===== config.mk =====
export PLATFORM = sky130hd
export DESIGN_NAME = stb_datapath
export DESIGN_NICKNAME = d
export VERILOG_FILES = /design/src/rtl/stb_datapath.sv
export SDC_FILE = /design/constraint.sdc
export NUM_CORES = 1
export LEC_CHECK = 0
export BUFFER_PORTS_ARGS = -buffer_cell sky130_fd_sc_hd__buf_4
export CAP_MARGIN = 20
export CORE_ASPECT_RATIO = 0.9
export CORE_UTILIZATION = 55
export DETAILED_ROUTE_END_ITERATION = 10
export PLACE_DENSITY = 0.76
export SYNTH_ARGS = -nofsm -noshare
export SYNTH_HDL_FRONTEND = slang
export SYNTH_SLANG_ARGS = --single-unit
export TNS_END_PERCENT = 50

===== constraint.sdc =====
create_clock -name clk -period 4.9 [get_ports clk]
set_input_delay 0 -clock clk [delete_from_list [all_inputs] [get_ports clk]]
set_output_delay 0 -clock clk [all_outputs]
set_load 0.02 [all_outputs]

===== src/rtl/stb_datapath.sv =====
// Store buffer storage and pointer datapath: circular FIFO of LSU stores,
// head-of-queue cache write request, and store-to-load forwarding lookup.
module stb_datapath #(
  parameter int DEPTH  = 4,
  parameter int ADDR_W = 32,
  parameter int DATA_W = 32
) (
  input  logic                clk,
  input  logic                rst_n,
  input  logic                stb_wr_en,
  input  logic                stb_r_en,
  input  logic                stb_initial_read,
  input  logic [ADDR_W-1:0]   lsudbus2stb_addr,
  input  logic [DATA_W-1:0]   lsudbus2stb_wdata,
  input  logic [DATA_W/8-1:0] lsudbus2stb_sel,
  input  logic                cache_write_ack,
  input  logic [ADDR_W-1:0]   ld_lookup_addr,
  output logic                stb_full,
  output logic                stb_empty,
  output logic                stb2dcache_req,
  output logic                stb2dcache_w_en,
  output logic [ADDR_W-1:0]   stb2dcache_addr,
  output logic [DATA_W-1:0]   stb2dcache_wdata,
  output logic [DATA_W/8-1:0] stb2dcache_sel,
  output logic                fwd_hit,
  output logic [DATA_W-1:0]   fwd_data,
  output logic [DATA_W/8-1:0] fwd_sel
);

  localparam int PTR_W = $clog2(DEPTH);
  localparam int SEL_W = DATA_W / 8;

  logic [ADDR_W-1:0] r_addr  [DEPTH];
  logic [DATA_W-1:0] r_wdata [DEPTH];
  logic [SEL_W-1:0]  r_sel   [DEPTH];
  logic [DEPTH-1:0]  r_valid;
  logic [PTR_W-1:0]  r_wrPtr;
  logic [PTR_W-1:0]  r_rdPtr;
  logic [PTR_W:0]    r_count;
  logic              r_req;

  logic              w_full;
  logic              w_empty;
  logic              w_push;
  logic              w_pop;
  logic [PTR_W:0]    w_nextCount;
  logic              w_nextReq;
  logic [PTR_W-1:0]  w_idx;
  logic              w_fwdHit;
  logic [DATA_W-1:0] w_fwdData;
  logic [SEL_W-1:0]  w_fwdSel;

  assign w_full      = (r_count == (PTR_W+1)'(DEPTH));
  assign w_empty     = (r_count == '0);
  assign w_pop       = stb_r_en && !w_empty;
  // A full buffer still accepts a push when the head is popped in the same cycle.
  assign w_push      = stb_wr_en && (!w_full || w_pop);
  assign w_nextCount = r_count + {{PTR_W{1'b0}}, w_push} - {{PTR_W{1'b0}}, w_pop};

  always_ff @(posedge clk) begin
    if (w_push) begin
      r_addr[r_wrPtr]  <= lsudbus2stb_addr;
      r_wdata[r_wrPtr] <= lsudbus2stb_wdata;
      r_sel[r_wrPtr]   <= lsudbus2stb_sel;
    end
  end

  // When full, push and pop hit the same slot; the later set must win over the clear.
  always_ff @(posedge clk or negedge rst_n) begin
    if (!rst_n) begin
      r_valid <= '0;
      r_wrPtr <= '0;
      r_rdPtr <= '0;
      r_count <= '0;
    end else begin
      if (w_pop) begin
        r_valid[r_rdPtr] <= 1'b0;
        r_rdPtr          <= r_rdPtr + 1'b1;
      end
      if (w_push) begin
        r_valid[r_wrPtr] <= 1'b1;
        r_wrPtr          <= r_wrPtr + 1'b1;
      end
      r_count <= w_nextCount;
    end
  end

  always_comb begin
    w_nextReq = r_req;
    if (w_pop) begin
      w_nextReq = (w_nextCount != '0);
    end else if (cache_write_ack) begin
      w_nextReq = 1'b0;
    end else if (stb_initial_read) begin
      w_nextReq = 1'b1;
    end
  end

  always_ff @(posedge clk or negedge rst_n) begin
    if (!rst_n) begin
      r_req <= 1'b0;
    end else begin
      r_req <= w_nextReq;
    end
  end

  // Walk oldest to youngest so the last match seen is the youngest one.
  always_comb begin
    w_idx     = '0;
    w_fwdHit  = 1'b0;
    w_fwdData = '0;
    w_fwdSel  = '0;
    for (int k = 0; k < DEPTH; k++) begin
      w_idx = r_rdPtr + PTR_W'(k);
      if (r_valid[w_idx] && (r_addr[w_idx][ADDR_W-1:2] == ld_lookup_addr[ADDR_W-1:2])) begin
        w_fwdHit  = 1'b1;
        w_fwdData = r_wdata[w_idx];
        w_fwdSel  = r_sel[w_idx];
      end
    end
  end

  assign stb_full         = w_full;
  assign stb_empty        = w_empty;
  assign stb2dcache_req   = r_req;
  assign stb2dcache_w_en  = r_req;
  assign stb2dcache_addr  = w_empty ? '0 : r_addr[r_rdPtr];
  assign stb2dcache_wdata = w_empty ? '0 : r_wdata[r_rdPtr];
  assign stb2dcache_sel   = w_empty ? '0 : r_sel[r_rdPtr];
  assign fwd_hit          = w_fwdHit;
  assign fwd_data         = w_fwdData;
  assign fwd_sel          = w_fwdSel;

endmodule


# Yosys cells after proc, flatten, opt, wreduce, memory -nomap -nowiden

Memory sizes are Yosys's and may differ from the RTL's.
Index checks and enable logic that the tools add are counted.

Register bits after elaboration: 12
Bits in writable memories: 272
Input bits: 106
Output and inout port bits: 109
Logic and storage cells: 77
Memories kept: 3

$add $sub $neg: 6
Order comparisons: 7
Eq/ne operators: 5
Multiplexer cells: 34
Bitwise logic cells: 3
Reduce and logical (&&, ||, !) cells: 14

Memory list:

| memory  | words | width | rd ports | clocked after memory_dff | write ports | RTL line | text |
|---|---|---|---|---|---|---|---|
| r_addr  | 4     | 32    | 4        | 0                        | 1           | 33       | `logic [ADDR_W-1:0] r_addr [DEPTH];` |
| r_wdata | 4     | 32    | 4        | 0                        | 1           | 34       | `logic [DATA_W-1:0] r_wdata [DEPTH];` |
| r_sel   | 4     | 4     | 4        | 0                        | 1           | 35       | `logic [SEL_W-1:0] r_sel [DEPTH];` |

Operators by type and width:

| operator                                                           | count |
|---|---|
| 2-to-1 mux 32 bit                                                  | 6 |
| == test 30 bit                                                     | 4 |
| 2-to-1 mux 4 bit                                                   | 7 |
| less-than comparator 2 x 3 -> 1 bit (second input constant)        | 5 |
| 2-to-1 mux 1 bit                                                   | 15 |
| binary-select mux 1 bit (select 2 bit)                             | 4 |
| logical AND 1 bit                                                  | 8 |
| nonzero test 3 bit                                                 | 2 |
| adder 2 x 1 -> 2 bit (second input constant)                       | 2 |
| adder 2 bit (second input constant)                                | 2 |
| AND 4 bit                                                          | 1 |
| demux 1 bit (select 2 bit)                                         | 2 |
| greater-or-equal comparator 2 x 1 -> 1 bit (second input constant) | 2 |
| NOT 4 bit                                                          | 1 |
| OR 4 bit                                                           | 1 |
| adder 3 x 1 -> 3 bit                                               | 1 |
| == test 3 bit (second input constant)                              | 1 |
| logical NOT 3 bit                                                  | 1 |
| subtractor 3 x 1 -> 3 bit                                          | 1 |
| logical NOT 1 bit                                                  | 2 |
| logical OR 1 bit                                                   | 1 |

# Depth between registers and ports, before layout

Gate-level depths: netlist (run 1).

Depth after elaboration: 9
Gate-level depth with buffers: 19
Mapped depth without buffers: 11

# Least setup slack after synthesis (run 1)

No wires, ideal clock.

Kind: reg-to-output
From: reg r_rdPtr[0]
To: out fwd_data[10]
Arrival: 3,997 ps
Required time: 4,900 ps
Setup slack: 903 ps
Stages on the path, launching flop included: 19
Buffers on the path: 10
Path through: dfrtp_1 > buf_6 > buf_8 > inv_1 > buf_2 > buf_2 > buf_2 > ha_1 > buf_4 > buf_4 > buf_4 > mux2i_1 > o221ai_1 > a2111oi_0 > and3_1 > buf_2 > buf_2 > nand3_1 > a32oi_1

Elaborated cells on any way between the ends: 25
Those cells by class: add/sub: 3; eq/ne: 4; mux: 12; reduce/logical: 4; memory: 2

RTL lines:

| what                                                                          | RTL line | text |
|---|---|---|
| from (decl)                                                                   | 38       | `logic [PTR_W-1:0] r_rdPtr;` |
| from (signal assigned)                                                        | 78       | `r_rdPtr <= r_rdPtr + 1'b1;` |
| adder 2 bit (*)                                                               | 114      | `w_idx = r_rdPtr + PTR_W'(k);` |
| via w_idx[0]                                                                  | 48       | `logic [PTR_W-1:0] w_idx;` |
| memory (4 x 32 bit) or binary-select mux 1 bit (select 2 bit) (tied branches) | -        |  |
| == test 30 bit or 2-to-1 mux 1 bit (tied branches)                            | 115      | `if (r_valid[w_idx] && (r_addr[w_idx][ADDR_W-1:2] == ld_lookup_addr[ADDR_W-1:2])) begin` |
| logical AND 1 bit                                                             | 115      |  |
| 2-to-1 mux 32 bit (*)                                                         | 115      |  |
| to (decl)                                                                     | 26       | `output logic [DATA_W-1:0] fwd_data,` |

The timed path passes the listed nets; every way through them passes the cells marked *. The select of a mux whose other input is x is not followed.

# Worst setup path in the final report (run 1)

From: reg r_rdPtr[0]
To: out fwd_data[24]

Word-level cells in the longest chain between the ends: 7
Elaborated cells on any way between the ends: 25
Those cells by class: add/sub: 3; eq/ne: 4; mux: 12; reduce/logical: 4; memory: 2

Ends and longest elaborated chain:

| what                                                   | RTL line |
|---|---|
| adder 2 x 1 -> 2 bit (tied with other cells)           | 114 |
| memory (4 x 32 bit) (tied with other cells)            | - |
| == test 30 bit (tied with other cells)                 | 115 |
| logical AND 1 bit or 2-to-1 mux 32 bit (tied branches) | 115 |
| 2-to-1 mux 32 bit (2 in series)                        | 115 |
| 2-to-1 mux 32 bit (*)                                  | 115 |

Every way passes the cells marked *; elsewhere a longest branch is shown, timed or not. The select of a mux whose other input is x is not followed.

==> results of run 1 <==
[sequential cells by signal (all words and copies together) (netlist names)]
| register | count |
|---|---|
| r_rdPtr | 2 |
| r_wrPtr | 2 |
| r_valid | 4 |
| r_wdata | 128 |
| stb2dcache_req | 1 |
| r_addr | 128 |
| r_sel | 16 |
| r_count | 3 |
[layout by cell type (no fill, tap or decap), drive strengths merged, types with 10 or more instances in the layout]
master / n
o2111ai: 38
ha: 10
edfxtp: 272
clkbuf: 42
o22ai: 52
clkinv: 12
xor2: 23
mux4: 227
a32oi: 37
inv: 25
nor2b: 66
buf: 257
nand2: 29
nand3: 79
dlygate4sd3: 75
dfrtp: 12
mux2i: 87
o21ai: 13
nand4: 14
nor2: 24
mux2: 19
xnor2: 72
a21oi: 12
[kinds of logic after synthesis]
kind of cell | share of synthesized area
buffers and inverters | 0.0431
DFF | 0.436
xor gates and xnor gates | 0.0429
and+or+nand+nor | 0.0676
muxes | 0.319
adders and majority gates | 0.00748
AOI/OAI and AO/OA | 0.0834
[synthesized netlist by cell type, types with 3 or more instances]
| cell | n | area (sq um) |
|---|---|---|
| a211o_1 | 3 | 26.3 |
| nor2_1 | 23 | 86.3 |
| a2111oi_0 | 3 | 26.3 |
| a211oi_1 | 6 | 45.0 |
| mux2i_1 | 87 | 871 |
| buf_6 | 10 | 113 |
| nand4_1 | 14 | 87.6 |
| o211ai_1 | 6 | 45.0 |
| and2_1 | 5 | 31.3 |
| buf_2 | 60 | 300 |
| o21ai_0 | 13 | 65.1 |
| nand2_1 | 29 | 109 |
| buf_1 | 10 | 37.5 |
| o2bb2ai_1 | 5 | 43.8 |
| a221oi_1 | 4 | 35.0 |
| ha_1 | 10 | 125 |
| nand3_1 | 79 | 395 |
| xor2_1 | 23 | 201 |
| edfxtp_1 | 272 | 8170 |
| nor2b_1 | 66 | 413 |
| o2111ai_1 | 37 | 324 |
| mux4_2 | 227 | 5110 |
| nor4_1 | 7 | 43.8 |
| a221o_1 | 3 | 30.0 |
| o221ai_1 | 3 | 26.3 |
| dfrtp_1 | 12 | 300 |
| a21o_1 | 4 | 30.0 |
| o22ai_1 | 52 | 325 |
| mux2_2 | 19 | 214 |
| and3_1 | 3 | 18.8 |
| clkbuf_1 | 41 | 154 |
| a222oi_1 | 4 | 40.0 |
| a21oi_1 | 12 | 60.1 |
| a32oi_1 | 37 | 324 |
| buf_4 | 15 | 113 |
| xnor2_1 | 72 | 631 |
| inv_1 | 24 | 90.1 |
[metal layers]
metal	global-route usage	vias up	part of all wire
met1	0.447	7403	0.39
met5	0	-	0.00030
li1	-	6058	-
met2	0.478	1104	0.48
met3	0.0539	128	0.11
met4	0.0944	2	0.029
[layout make-up]
type	count	area [sq um]	area share
Tap cell	462	578	0.0250
Multi-Input combinational cell	888	10200	0.439
Antenna cell	2	5.00	0.000216
Clock buffer	40	820	0.0354
Timing Repair Buffer	334	2850	0.123
Inverter	24	90.1	0.00389
Sequential cell	284	8480	0.366
Clock inverter	18	171	0.00740
[power breakdown]
part	internal, mW	switching, mW
Clock	1.33	0.952
Combinational	4.55	4.72
Sequential	3.23	0.431
[per-stage QoR]
| stage | hold WS [ns] | total power [mW] | std cells | setup slack, ns | util |
|---|---|---|---|---|---|
| floorplan | -0.296 | 10.4 | 1334 | 0.903 | - |
| global placement | -0.151 | 12.5 | 1907 | 0.505 | 0.618 |
| detailed placement | -0.149 | 12.6 | 1907 | 0.459 | 0.618 |
| CTS | 0.146 | 14.9 | 2040 | 0.00367 | 0.669 |
| global route | 0.162 | 15.9 | 2052 | 0.0545 | 0.674 |
| finish | 0.162 | 15.2 | 2052 | 0.158 | 0.674 |
[final timing paths]
| path | startpoint | to | slack, ns | depth (start not counted) |
|---|---|---|---|---|
| worst max-delay path | r_rdPtr[0] | fwd_data[24] | 0.16 | 10 |
| worst min-delay path | lsudbus2stb_addr[8] | r_addr[0][8] | 0.16 | 2 |
| worst max register to register | r_count[2] | stb2dcache_req | 1.45 | 12 |
| worst min register to register | r_valid[1] | r_valid[1] | 0.58 | 1 |
| max in group asynchronous | rst_n | r_rdPtr[1] | 3.94 | 3 |
| min in group asynchronous | rst_n | r_count[1] | 0.51 | 3 |
[repair_timing]
| action | CTS | global route |
|---|---|---|
| hold buffers | 75 | 0 |
| buffers inserted | 0 | 8 |
| resized for setup | 2 | 11 |
| endpoints found under the hold margin | 289 | 0 |
| endpoints found under the setup margin | 30 | 37 |
| pin swaps | 0 | 2 |
| gates cloned | 0 | 2 |
==> flow_metrics.py, run 1 <==
metrics = {
    "floorplanning": {
        "std_cell_rows": 64,
        "dieWidth_um": 200,
        "effective_utilization_at_floorplan": 0.565,
        "num_io_pins": 215,
        "chipHeight_um": 180,
        "die-area_sq_um": 36000,
        "placeableCoreArea_sq_um": 34400,
    },
    "drt": {
        "remaining_drc_errors": 0,
        "post_drt_via_cell_ratio": 7.16,
        "detail_routed_net_length_per_standard_cell_um": 27.7,
        "drt-total-wl_mm": 56.9,
        "routed-via-count": 14695,
        "drt_iter0_markers": 1849,
        "final_antenna_net_count": 0,
        "drt_pre_antenna_iters": 8,
    },
    "setup_path": {
        "timing.critical_path.arrival_ns": 4.74,
        "crit_required_ns": 4.90,
        "buffers_and_inverters_on_the_worst_path": 3,
        "kind_of_cell_adding_the_most_delay_to_the_critical_path": "compound AO/OA/AOI/OAI gates",
        "path_max_fanout": 52,
        "worstSetupPathType": "flop to output port",
        "critPathCaptureType": "output port",
        "library_cell_appearing_most_often_on_the_critical_path": "buf_4",
        "critPathLaunchType": "flop",
        "cp_cell_sequence": "buf_12 -> mux4_2 -> xnor2_1 -> nand4_1 -> a2111o_1 -> nor2_4 -> buf_4 -> o2111ai_1 -> a32oi_1 -> buf_4",
        "crit_slowest_cell": "mux4_2",
        "cpPeakStageDelay_ns": 0.61,
    },
    "yosys": {
        "synthArstFlopShare": 0.0423,
        "synth_enable_flop_cells": 272,
        "syn-cell-area_sq_um": 19400,
        "synth_top_flop_cell": "edfxtp_1",
        "postSynthNetCount": 1451,
        "yosys_warnings": 0,
        "synth_seq_cells": 284,
        "post_synth_inst_count": 1334,
        "ys_types": 64,
        "synth_sequential_area_ratio": 0.436,
        "syn_avg_cell_area_sq_um": 14.6,
    },
    "layout": {
        "relative_area_change_from_synthesis_to_final_layout_pct": 19.3,
        "final_design_area_no_fill_sq_um": 23100,
        "num-fill-cells": 2357,
        "layout-drive-gt1-share": 0.358,
        "finish.net_count": 1680,
    },
    "global_routing": {
        "globalRouteTotalUtil": 0.308,
        "grt_first_pass_wirelength_mm": 84.0,
        "grt_pass1_vias": 13892,
        "grt_antenna_before_repair": 3,
        "grt.overflow.total": 0,
        "grt_start_max_net_pins": 166,
    },
    "job": {
        "cap_viol_max_count": 0,
    },
    "status": {
        "outcome": "finished, final reports clean",
    },
    "clock_network": {
        "path_clk_slew_ns": 0.06,
        "cts_tree": "done",
        "clkLatencyLatePin_ns": 0.58,
        "clock_tree.htree_level_count": 1,
        "cts-buffers-inserted": 31,
        "numClockSinks": 284,
        "clock_tree.buffer_depth": 3,
        "clockRootBuffer": "clkbuf_16",
    },
    "timing": {
        "tns_setup_ns": 0,
        "period_needed_ns": 4.74,
        "hold_viol": 0,
        "worst_clock_skew_ns": 0.0239,
        "slew_violations": 0,
        "fmaxAchievable_mhz": 211,
        "setup_viol": 0,
        "rsz0062_at_grt": "no",
        "tightest_slew_ns": 1.01,
        "relSlewSlack": 0.327,
        "period_utilization": 0.968,
    },
    "pwr": {
        "power_density_nw_per_um2": 657,
        "worst_ir_drop_vdd_uv": 393,
        "leakage_nw": 7.87,
    },
    "worst_hold_path": {
        "hold_path_class": "input port to flop",
    },
    "place": {
        "gpl.final_weighted_congestion": 0.952,
        "placed_cell_area_sq_um": 21200,
        "post-dp-hpwl_mm": 35.4,
        "place.port_buffers": 212,
    },
}
No activity file was read; power rests on OpenSTA's default activity.
==> run 2: changes to the inputs <==
--- a/config.mk
+++ b/config.mk
@@ -8,6 +8,7 @@
 export BUFFER_PORTS_ARGS = -buffer_cell sky130_fd_sc_hd__buf_4
 export CAP_MARGIN = 20
 export CORE_ASPECT_RATIO = 0.9
+export CORE_MARGIN = 3
 export CORE_UTILIZATION = 55
 export DETAILED_ROUTE_END_ITERATION = 10
 export PLACE_DENSITY = 0.76
==> flow_metrics.py, run 2 (synthesized netlist as in run 1, its figures left out) <==
metrics = {
    "setup_path": {
        "critPathLaunchType": "flop",
        "worstSetupPathType": "flop to output port",
        "timing.critical_path.arrival_ns": 4.74,
        "crit_required_ns": 4.90,
        "cp_cell_sequence": "buf_4 -> mux4_2 -> xor2_1 -> nor4_1 -> and4_1 -> o2111ai_4 -> a21boi_4 -> buf_4 -> a32oi_1 -> buf_4",
        "path_max_fanout": 27,
        "r2r-start": "r_count[2]",
        "startpoint": "r_rdPtr[0]",
        "library_cell_appearing_most_often_on_the_critical_path": "buf_4",
        "crit_slowest_cell": "a21boi_4",
        "cpPeakStageDelay_ns": 0.76,
        "critPathCaptureType": "output port",
    },
    "clock_network": {
        "cts-buffers-inserted": 34,
        "clkLatencyLatePin_ns": 0.51,
        "path_clk_slew_ns": 0.05,
        "numClockSinks": 284,
        "clock_tree.htree_level_count": 2,
        "clockRootBuffer": "clkbuf_16",
        "clock_tree.buffer_depth": 3,
        "cts_tree": "done",
    },
    "global_routing": {
        "grt_pass1_vias": 14050,
        "grt_start_max_net_pins": 123,
        "grt_first_pass_wirelength_mm": 84.2,
        "grt.overflow.total": 0,
        "globalRouteTotalUtil": 0.294,
        "grt_antenna_before_repair": 2,
    },
    "layout": {
        "layout-drive-gt1-share": 0.357,
        "reg.largest.list": "r_addr x128, r_wdata x128, r_sel x16",
        "layout.cells.most_common_list": "edfxtp_1 (272), buf_4 (244), mux4_2 (227)",
        "relative_area_change_from_synthesis_to_final_layout_pct": 19.2,
        "layout_commonest_cell": "edfxtp_1",
        "layout.cells.non_filler": 2045,
        "finish.net_count": 1674,
    },
    "drt": {
        "post_drt_via_cell_ratio": 7.13,
        "drt_iter0_markers": 2113,
        "drt-total-wl_mm": 56.1,
        "drt_pre_antenna_iters": 6,
        "routed-via-count": 14580,
        "detail_routed_net_length_per_standard_cell_um": 27.4,
        "remaining_drc_errors": 0,
        "final_antenna_net_count": 0,
    },
    "floorplanning": {
        "std_cell_rows": 64,
        "chipHeight_um": 184,
        "die-area_sq_um": 37600,
        "effective_utilization_at_floorplan": 0.564,
        "placeableCoreArea_sq_um": 34400,
        "num_io_pins": 215,
        "dieWidth_um": 204,
    },
    "pwr": {
        "worst_ir_drop_vdd_uv": 404,
        "power_density_nw_per_um2": 662,
        "leakage_nw": 7.87,
        "design_power_total_mw": 15.3,
    },
    "timing": {
        "period_utilization": 0.967,
        "relSlewSlack": 0.316,
        "setup_viol": 0,
        "rsz0062_at_grt": "no",
        "fmaxAchievable_mhz": 211,
        "tightest_slew_ns": 1.03,
        "tns_setup_ns": 0,
        "setup_slack_ns": 0.159,
        "worst_clock_skew_ns": 0.0142,
        "slew_violations": 0,
        "hold_viol": 0,
        "period_needed_ns": 4.74,
    },
    "place": {
        "place.port_buffers": 212,
        "post-dp-hpwl_mm": 36.1,
        "gpl.final_weighted_congestion": 0.965,
        "dp_worst_setup_slack_ns": 0.674,
        "dpl.cell_count": 1908,
    },
    "job": {
        "cap_viol_max_count": 0,
    },
    "worst_hold_path": {
        "hp-start": "stb_r_en",
        "hold_path_class": "input port to flop",
    },
    "status": {
        "outcome": "finished, final reports clean",
    },
}
-- run 2: stage by stage --
stage          utilization  instance area [sq um]  hold slack, ns
2_1_floorplan            -                  19400          -0.296
3_3_place_gp         0.616                  21200          -0.150
3_5_place_dp         0.616                  21200          -0.151
4_1_cts              0.670                  23100          0.0205
5_1_grt              0.672                  23100          0.0864
6_report             0.672                  23100          0.0275
-- run 2: final timing paths --
path / slack [ns] / end / cells after the start
worst min register to register: 0.59 / r_valid[1] / 1
min in group asynchronous: 0.58 / r_count[2] / 3
max in group asynchronous: 3.89 / r_rdPtr[1] / 3
worst max register to register: 1.46 / stb2dcache_req / 12
worst max-delay path: 0.16 / fwd_data[30] / 10
worst min-delay path: 0.03 / r_rdPtr[0] / 4
-- run 2: power by group --
group / internal (mW) / switching, mW
registers: 3.24 / 0.415
clock network: 1.54 / 0.987
logic: 4.46 / 4.67
total: 9.24 / 6.07
-- run 2: per-layer routing --
layer | share of wire | global-route usage | vias to the layer above
li1 | - | - | 6047
met1 | 0.37 | 0.401 | 7364
met2 | 0.48 | 0.475 | 1008
met3 | 0.11 | 0.0622 | 161
met4 | 0.040 | 0.106 | 0
met5 | 0 | 0 | -
-- run 2: cell type report --
type	instances	area (sq um)
Timing Repair Buffer	325	2720
Multi-Input combinational cell	888	10100
Clock inverter	19	215
Sequential cell	284	8480
Clock buffer	40	905
Inverter	24	90.1
Antenna cell	3	7.51
Fill cell	2418	11300
Tap cell	462	578
-- run 2: repair_timing --
item | in CTS | in global routing
resized for setup | 0 | 1
buffers inserted | 0 | 1
endpoints found under the hold margin | 287 | 0
hold buffers | 73 | 0
setup endpoints to repair | 0 | 32
-- run 2: worst max-delay path: cells and delay by family (launching register included) --
family | cells | cell delay [ns]
AND/OR/NAND/NOR | 2 | 0.52
buffers and inverters | 3 | 1.03
multiplexers | 1 | 0.58
XOR/XNOR | 1 | 0.44
AO/OA/AOI/OAI | 3 | 1.06
flip-flops | 1 | 0.58
==> run 3: changes to the inputs <==
--- a/config.mk
+++ b/config.mk
@@ -7,11 +7,13 @@
 export LEC_CHECK = 0
 export BUFFER_PORTS_ARGS = -buffer_cell sky130_fd_sc_hd__buf_4
 export CAP_MARGIN = 20
+export CELL_PAD_IN_SITES_DETAIL_PLACEMENT = 1
+export CELL_PAD_IN_SITES_GLOBAL_PLACEMENT = 1
 export CORE_ASPECT_RATIO = 0.9
 export CORE_MARGIN = 3
-export CORE_UTILIZATION = 55
+export CORE_UTILIZATION = 50
 export DETAILED_ROUTE_END_ITERATION = 10
-export PLACE_DENSITY = 0.76
+export PLACE_DENSITY_LB_ADDON = 0.1
 export SYNTH_ARGS = -nofsm -noshare
 export SYNTH_HDL_FRONTEND = slang
 export SYNTH_SLANG_ARGS = --single-unit
==> flow_metrics.py, run 3 (synthesized netlist as in run 1, its figures left out) <==
metrics = {
    "layout": {
        "final_design_area_no_fill_sq_um": 23200,
        "reg.largest.list": "r_addr x128, r_wdata x128, r_sel x16",
        "relative_area_change_from_synthesis_to_final_layout_pct": 19.5,
        "layout_commonest_cell": "edfxtp_1",
        "finish.net_count": 1674,
        "layout-drive-gt1-share": 0.356,
        "post_route_core_utilization": 0.613,
        "layout.cells.most_common_list": "edfxtp_1 (272), buf_4 (241), mux4_2 (227)",
        "layout.cells.non_filler": 2099,
        "num-fill-cells": 3552,
    },
    "clock_network": {
        "clock_tree.buffer_depth": 3,
        "numClockSinks": 284,
        "cts_tree": "done",
        "path_clk_slew_ns": 0.06,
        "clockRootBuffer": "clkbuf_16",
        "clkLatencyLatePin_ns": 0.54,
        "cts-buffers-inserted": 34,
        "clock_tree.htree_level_count": 2,
    },
    "timing": {
        "relSlewSlack": 0.273,
        "hold_viol": 0,
        "tns_setup_ns": 0,
        "fmaxAchievable_mhz": 212,
        "tightest_slew_ns": 1.09,
        "period_utilization": 0.961,
        "rsz0062_at_grt": "no",
        "worst_clock_skew_ns": 0.0195,
        "period_needed_ns": 4.71,
        "setup_viol": 0,
        "slew_violations": 0,
    },
    "drt": {
        "remaining_drc_errors": 0,
        "drt_iter0_markers": 1574,
        "dr_wl_met3_mm": 5.71,
        "routed-via-count": 14507,
        "detail_routed_net_length_per_standard_cell_um": 30.4,
        "route.layer.met1.wl_mm": 26.3,
        "post_drt_via_cell_ratio": 6.91,
        "drt_pre_antenna_iters": 5,
        "topRoutingLayerUsed": "met5",
        "drt-total-wl_mm": 63.8,
        "wl_met2_mm": 30.3,
        "final_antenna_net_count": 0,
    },
    "place": {
        "gpl.final_weighted_congestion": 0.921,
        "post-dp-hpwl_mm": 40.8,
        "placed_cell_area_sq_um": 21300,
        "place.port_buffers": 212,
        "dpl.cell_count": 1963,
    },
    "setup_path": {
        "critPathLaunchType": "flop",
        "timing.critical_path.arrival_ns": 4.71,
        "critPathCaptureType": "output port",
        "path_max_fanout": 39,
        "crit_required_ns": 4.90,
        "worstSetupPathType": "flop to output port",
    },
    "worst_hold_path": {
        "hold_path_class": "input port to flop",
    },
    "pwr": {
        "power_density_nw_per_um2": 667,
        "leakage_nw": 7.88,
        "design_power_total_mw": 15.5,
        "worst_ir_drop_vdd_uv": 559,
    },
    "floorplanning": {
        "num_io_pins": 215,
        "die-area_sq_um": 41200,
        "effective_utilization_at_floorplan": 0.513,
        "dieWidth_um": 214,
        "placeableCoreArea_sq_um": 37800,
        "std_cell_rows": 67,
        "chipHeight_um": 193,
    },
    "global_routing": {
        "globalRouteTotalUtil": 0.309,
        "grt_start_max_net_pins": 166,
        "grt_pass1_vias": 15023,
        "grt.overflow.total": 0,
        "grt_first_pass_wirelength_mm": 95.4,
        "grt_antenna_before_repair": 4,
    },
    "job": {
        "cap_viol_max_count": 0,
    },
    "status": {
        "outcome": "finished, final reports clean",
    },
}
[run 3: worst paths after layout]
check / end / slack [ns] / cells past startpoint / start
max: fwd_data[21] / 0.19 / 12 / r_rdPtr[1]
min: r_rdPtr[0] / 0.02 / 4 / stb_r_en
max reg2reg: stb2dcache_req / 1.33 / 12 / r_count[2]
min reg2reg: r_valid[1] / 0.58 / 1 / r_valid[1]
max in group asynchronous: r_rdPtr[1] / 3.91 / 3 / rst_n
min in group asynchronous: stb2dcache_req / 0.55 / 3 / rst_n
[run 3: critical path: stages (launching register included)]
cell	delay [ns]
dfrtp_4	0.49
inv_1	0.19
ha_4	0.39
buf_12	0.32
mux4_2	0.37
xnor2_1	0.37
nand4_1	0.15
nor2_1	0.23
nor4b_4	0.34
buf_4	0.57
nand3_1	0.15
a32oi_1	0.37
buf_4	0.22
[run 3: area by class of cell]
cell class | count | area (sq um) | area share
Multi-Input combinational cell | 888 | 10100 | 0.437
Sequential cell | 284 | 8480 | 0.365
Timing Repair Buffer | 325 | 2750 | 0.119
Clock buffer | 41 | 898 | 0.0387
Tap cell | 517 | 647 | 0.0279
Clock inverter | 18 | 179 | 0.00771
Inverter | 24 | 90.1 | 0.00388
Antenna cell | 2 | 5.00 | 0.000216
[run 3: metal layers]
| layer | GRT usage | vias to the layer above |
|---|---|---|
| met5 | 0 | - |
| met2 | 0.491 | 793 |
| met4 | 0.0935 | 4 |
| li1 | - | 6045 |
| met3 | 0.0640 | 104 |
| met1 | 0.437 | 7561 |
[run 3: stage by stage]
stage,hold slack (ns),setup WS [ns]
after floorplan,-0.296,0.903
after global placement,-0.151,0.668
after detailed placement,-0.147,0.598
after CTS,0.00577,0.0332
after global routing,0.0484,0.0500
final,0.0236,0.189
[run 3: where the power goes]
| part | leakage, nW | internal (mW) | switching, mW | total, mW |
|---|---|---|---|---|
| registers | 2.63 | 3.24 | 0.413 | 3.65 |
| logic | 4.71 | 4.47 | 4.86 | 9.33 |
| clock network | 0.537 | 1.47 | 1.02 | 2.49 |
[run 3: timing repair]
action | CTS | global route
buffers inserted | 0 | 1
endpoints found under the setup margin | 0 | 25
hold buffers | 73 | 0
resized for setup | 0 | 2
hold endpoints to repair | 286 | 0
